[config.mk]
export PLATFORM = sky130hd
export DESIGN_NAME = fetch_unit
export DESIGN_NICKNAME = d
export VERILOG_FILES = /design/src/rtl/fetch_unit_pkg.sv /design/src/rtl/fetch_unit_if_id_reg.sv /design/src/rtl/fetch_unit.sv
export SDC_FILE = /design/constraint.sdc
export NUM_CORES = 1
export LEC_CHECK = 0
export CORE_AREA = 2 2 121 123
export DETAILED_ROUTE_END_ITERATION = 10
export DIE_AREA = 0 0 123 125
export MAX_ROUTING_LAYER = met4
export PLACE_DENSITY_LB_ADDON = 0.05
export SKIP_CTS_REPAIR_TIMING = 1
export SLEW_MARGIN = 20
export SYNTH_ARGS = -nofsm -noshare
export SYNTH_HDL_FRONTEND = slang
export SYNTH_SLANG_ARGS = --single-unit
[constraint.sdc]
create_clock -name clk -period 5.4 [get_ports clk]
set_input_delay 1.35 -clock clk [delete_from_list [all_inputs] [get_ports clk]]
set_output_delay 1.35 -clock clk [all_outputs]
set_load 0.01 [all_outputs]
[src/rtl/fetch_unit_pkg.sv]
// Shared opcodes, reset/bubble word and FSM state type for the fetch stage.
package fetch_unit_pkg;

  localparam logic [4:0]  OP_HALT  = 5'b00000;
  localparam logic [4:0]  OP_NOP   = 5'b00001;
  localparam logic [4:0]  OP_J     = 5'b00100;
  localparam logic [15:0] NOP_WORD = 16'h0800;

  typedef enum logic [1:0] {
    FETCH  = 2'd0,
    HOLD   = 2'd1,
    DRAIN  = 2'd2,
    HALTED = 2'd3
  } fetchState_t;

  // pc2 is the fetch address + 2; the J offset is relative to it.
  function automatic logic [15:0] jumpTarget(input logic [15:0] pc2,
                                             input logic [15:0] instr);
    return pc2 + {{5{instr[10]}}, instr[10:0]};
  endfunction

endpackage

[src/rtl/fetch_unit_if_id_reg.sv]
// IF/ID pipeline register: flush beats load, otherwise contents hold.
module if_id_reg
  import fetch_unit_pkg::*;
(
  input  logic        clk,
  input  logic        rst_n,
  input  logic        load,
  input  logic        flush,
  input  logic [15:0] instrIn,
  input  logic [15:0] pc2In,
  output logic [15:0] instr,
  output logic [15:0] pc2,
  output logic        valid
);

  always_ff @(posedge clk or negedge rst_n) begin
    if (!rst_n) begin
      instr <= NOP_WORD;
      pc2   <= '0;
      valid <= 1'b0;
    end else if (flush) begin
      instr <= NOP_WORD;
      valid <= 1'b0;
    end else if (load) begin
      instr <= instrIn;
      pc2   <= pc2In;
      valid <= 1'b1;
    end
  end

endmodule

[src/rtl/fetch_unit.sv]
// Instruction fetch stage: PC, one-entry skid buffer and request FSM.
// Optional macro FETCH_JPREDICT_EN: redirect on fetched J without a bubble.
module fetch_unit
  import fetch_unit_pkg::*;
(
  input  logic        clk,
  input  logic        rst_n,
  input  logic        stall,
  input  logic        flush,
  input  logic [15:0] redirect_pc,
  output logic        imem_req,
  output logic [15:0] imem_addr,
  input  logic        imem_rdy,
  input  logic [15:0] imem_data,
  output logic [15:0] if_id_instr,
  output logic [15:0] if_id_pc2,
  output logic        if_id_valid,
  output logic        halted,
  output logic        err
);

  fetchState_t state, stateNext;
  logic [15:0] pc, pcNext;
  logic [15:0] skid, skidNext;
  logic [15:0] drainAddr, drainAddrNext;
  logic        errNext;
  logic        loadIfId;
  logic [15:0] loadInstr, loadPc2;

  always_ff @(posedge clk or negedge rst_n) begin
    if (!rst_n) begin
      state     <= FETCH;
      pc        <= '0;
      skid      <= NOP_WORD;
      drainAddr <= '0;
      err       <= 1'b0;
    end else begin
      state     <= stateNext;
      pc        <= pcNext;
      skid      <= skidNext;
      drainAddr <= drainAddrNext;
      err       <= errNext;
    end
  end

  always_comb begin
    stateNext     = state;
    pcNext        = pc;
    skidNext      = skid;
    drainAddrNext = drainAddr;
    errNext       = err;
    loadIfId      = 1'b0;
    loadInstr     = imem_data;
    loadPc2       = pc + 16'd2;

    if (flush) begin
      pcNext  = redirect_pc;
      errNext = err | redirect_pc[0];
      // The outstanding request must still complete at its original address.
      if (state == FETCH && !imem_rdy) begin
        stateNext     = DRAIN;
        drainAddrNext = pc;
      end else if (state == DRAIN && !imem_rdy) begin
        stateNext = DRAIN;
      end else begin
        stateNext = FETCH;
      end
    end else begin
      unique case (state)
        FETCH: begin
          if (imem_rdy) begin
            pcNext = pc + 16'd2;
            if (stall) begin
              skidNext  = imem_data;
              stateNext = HOLD;
            end else begin
              loadIfId = 1'b1;
              if (imem_data[15:11] == OP_HALT) stateNext = HALTED;
`ifdef FETCH_JPREDICT_EN
              if (imem_data[15:11] == OP_J) pcNext = jumpTarget(pc + 16'd2, imem_data);
`endif
            end
          end
        end
        HOLD: begin
          if (!stall) begin
            // pc already points past the skid word, so it is that word's pc2.
            loadIfId  = 1'b1;
            loadInstr = skid;
            loadPc2   = pc;
            stateNext = (skid[15:11] == OP_HALT) ? HALTED : FETCH;
`ifdef FETCH_JPREDICT_EN
            if (skid[15:11] == OP_J) pcNext = jumpTarget(pc, skid);
`endif
          end
        end
        DRAIN: begin
          if (imem_rdy) stateNext = FETCH;
        end
        HALTED: stateNext = HALTED;
        default: stateNext = FETCH;
      endcase
    end
  end

  assign imem_req  = rst_n && (state == FETCH || state == DRAIN);
  assign imem_addr = (state == DRAIN) ? drainAddr : pc;
  assign halted    = (state == HALTED);

  if_id_reg uIfId (
    .clk     (clk),
    .rst_n   (rst_n),
    .load    (loadIfId),
    .flush   (flush),
    .instrIn (loadInstr),
    .pc2In   (loadPc2),
    .instr   (if_id_instr),
    .pc2     (if_id_pc2),
    .valid   (if_id_valid)
  );

endmodule
==> run_results.csv <==
group,metric,value,unit
run_status,status,"finished, final reports clean",
sta,fmax,256,MHz
final_layout,final_core_utilization,38.1,%
sta,fin_crit_sh,72.3,%
power_and_ir_drop,cellLeakagePower,0.00212,uW
sta,maxSlewHeadroom,38.6,%
clock_tree,cts_max_level,3,
global_routing,first_global_vias,3135,
global_routing,grt_usage,15.2,%
power_and_ir_drop,ir_drop,0.138,mV
route,firstDrtPassIters,4,
yosys,synth_area_per_cell,10.3,um2
hold_path,hp-class,"flip-flop to flip-flop",
worst_setup_path,crit_arrival,2.56,ns
global_routing,grt_max_degree,52,
placement,gp_congestion,0.726,
yosys,ys.warnings.count,0,
placement,hpwl,7140,um
worst_setup_path,crit_buf_inv,2,
floorplan,dieArea,0.0154,mm2
sta,hold_viol_final,0,
yosys,synthXorXnorAreaFrac,4.26,%
worst_setup_path,critical-path-top-delay-family,"buffers and inverters",
yosys,synthAdderAreaFrac,0.304,%
yosys,yosysUniqueCellTypes,40,
route,viasPerCell,4.77,
worst_setup_path,required,4.05,ns
clock_tree,cts.clk_slew.worst_paths,0.06,ns
floorplan,rows,44,
final_layout,drive_gt1_share,17.9,%
clock_tree,insertion_delay,0.35,ns
final_layout,fill_cells,1444,
power_and_ir_drop,powerDensity,408,mW/mm2
yosys,ys_top_cells_by_area,"dfrtp_1 50%, mux2_2 14%, nand2_1 4.8%, nor2_1 4.0%, a311oi_1 3.2%",
yosys,ys_seq_elements,84,
sta,max_slew.worst_pin.slew,0.921,ns
worst_setup_path,path_cells,"buf_4 -> nor2b_1 -> clkdlybuf4s50_1",
yosys,yosys.area_share.simple,16.1,%
worst_setup_path,start_kind,"input port",
route,ant_nets,0,
route,wire_per_inst,16.3,um
yosys,synth_cells,398,
floorplan,chipHeight,125,um
global_routing,antenna_found_initial,0,
yosys,synth_area,0.00411,mm2
clock_tree,cts_made_buffers,9,
sta,whs,0.468,ns
global_routing,gr-total-overflow,0,
global_routing,grt_pass1_wl,17200,um
sta,finalCriticalPeriod,3.91,ns
flow_run,maxCapViolCount,0,
clock_tree,cts_tree,"yes",
yosys,synth_compound_area_share,10.3,%
worst_setup_path,path_max_fanout,35,
yosys,synth_top_family_by_area,"simple AND/OR/NAND/NOR gates",
sta,drv_slew,0,
floorplan,initial_core_util,28.9,%
yosys,synth_nets,436,
route,via_count,3146,
floorplan,die_w,123,um
final_layout,syn_to_final_growth,31.6,%
worst_setup_path,path_class,"input port to output port",
placement,io_buffers,88,
route,drc,0,
yosys,seq_area_frac_synth,51.2,%
worst_setup_path,critPathSlowestCell,"clkdlybuf4s50_1",
clock_tree,cts_sinks,84,
yosys,synth_top_area_share,49.9,%
sta,rsz0062_at_grt,"false",
yosys,yosysTopAreaCell,"dfrtp_1",
clock_tree,cts_max_path_buffers,2,
route,drtIter0Drc,135,
sta,fin_worst_skew,0.00528,ns
sta,setup_viol,0,
floorplan,io_pins,89,
sta,setup_tns,0,ns
final_layout,antenna_cells,0,
worst_setup_path,crit_path_end_kind,"output port",
worst_setup_path,cpPeakStageDelay,0.56,ns
clock_tree,cts-root-buf,"clkbuf_16",
route,routed_wl,10700,um
floorplan,core,0.0142,mm2
final_layout,nets,509,
yosys,muxShareOfSynthArea,14.2,%
-- cell usage after synthesis --
master / n
dfrtp_1: 82
xor2_1: 6
mux2_2: 50
nand3_1: 5
a21oi_1: 10
o211ai_1: 2
o31ai_1: 4
xnor2_1: 14
nand4_2: 1
a2111oi_0: 1
nand4_1: 5
or4_1: 7
and4_2: 1
a21o_1: 1
a311oi_1: 15
a31oi_1: 9
a211oi_1: 2
a211o_1: 1
clkbuf_1: 23
dfstp_2: 2
or3b_2: 2
nand3_4: 1
buf_4: 1
inv_1: 5
nor2b_1: 2
nor4_1: 5
mux2i_1: 2
or3_1: 4
nand2_1: 53
nor2_1: 44
and2_1: 2
o21ai_0: 20
buf_2: 7
buf_1: 1
ha_1: 1
and3_1: 1
nor3b_2: 1
nor3_1: 3
nor3b_1: 1
and4_1: 1
-- report_power, final --
| part | internal (uW) | switching [uW] |
|---|---|---|
| clock | 319 | 255 |
| combinational | 408 | 285 |
| sequential | 818 | 126 |
-- cell families (layout without fill, tap and decap cells) --
logic type,Yosys count,in the layout
xor gates and xnor gates,20,20
and+or+nand+nor,139,139
AOI/OAI and AO/OA,65,65
buffers and inverters,37,115
muxes,52,52
adders and majority gates,1,1
DFF,84,84
-- cell usage in the layout (no fill, tap or decap), drive strengths merged, types with 9 or more instances in the layout --
master	Yosys	final
clkbuf	23	10
a21oi	10	10
xnor2	14	14
o21ai	20	20
dfrtp	82	82
a311oi	15	15
nand2	53	53
mux2	50	50
nor2	44	44
clkdlybuf4s50	0	86
a31oi	9	9
-- through the flow --
stage                     power (uW)  std cells  setup slack (ns)  instance area [um2]
after floorplan                 1310        398              2.30                 4110
after global placement          1650        644              1.41                 5140
after detailed placement        1660        644              1.40                 5140
after CTS                       2250        660              1.42                 5410
after global routing            2360        660              1.33                 5410
final                           2210        660              1.49                 5410
-- sequential cells by signal, indices dropped and copies added, names as in the netlist --
| signal | count |
|---|---|
| drainAddr | 16 |
| pc | 16 |
| skid | 16 |
| uIfId.instr | 16 |
| uIfId.pc2 | 16 |
| state | 2 |
| err | 1 |
| uIfId.valid | 1 |
-- per-layer routing --
| layer | global-route usage, % | routed length, um | up-vias |
|---|---|---|---|
| met5 | - | 0 | - |
| met4 | 6.02 | 195 | 0 |
| met3 | 2.92 | 441 | 11 |
| met2 | 21.6 | 4820 | 65 |
| met1 | 21.3 | 5290 | 1509 |
| li1 | - | - | 1561 |
-- path summary, 6_finish.rpt --
| path | start | to | slack [ns] | cells after the start |
|---|---|---|---|---|
| worst min register to register | err | err | 0.47 | 1 |
| max in group asynchronous | rst_n | skid[8] | 3.37 | 2 |
| worst min-delay path | err | err | 0.47 | 1 |
| min in group asynchronous | rst_n | drainAddr[12] | 0.95 | 1 |
| worst max register to register | state[1] | skid[15] | 2.80 | 3 |
| worst max-delay path | rst_n | imem_req | 1.49 | 3 |
-- layout make-up --
class	instances	area [um2]	share of cell area, %
flip-flops and latches	84	2100	38.9
inverters	5	18.8	0.347
repair buffers	94	918	17.0
clock buffers	10	239	4.42
multi-input cells	277	1870	34.6
well taps	184	230	4.25
clock inverters	6	30.0	0.555
No activity file was read; power rests on OpenSTA's default activity.
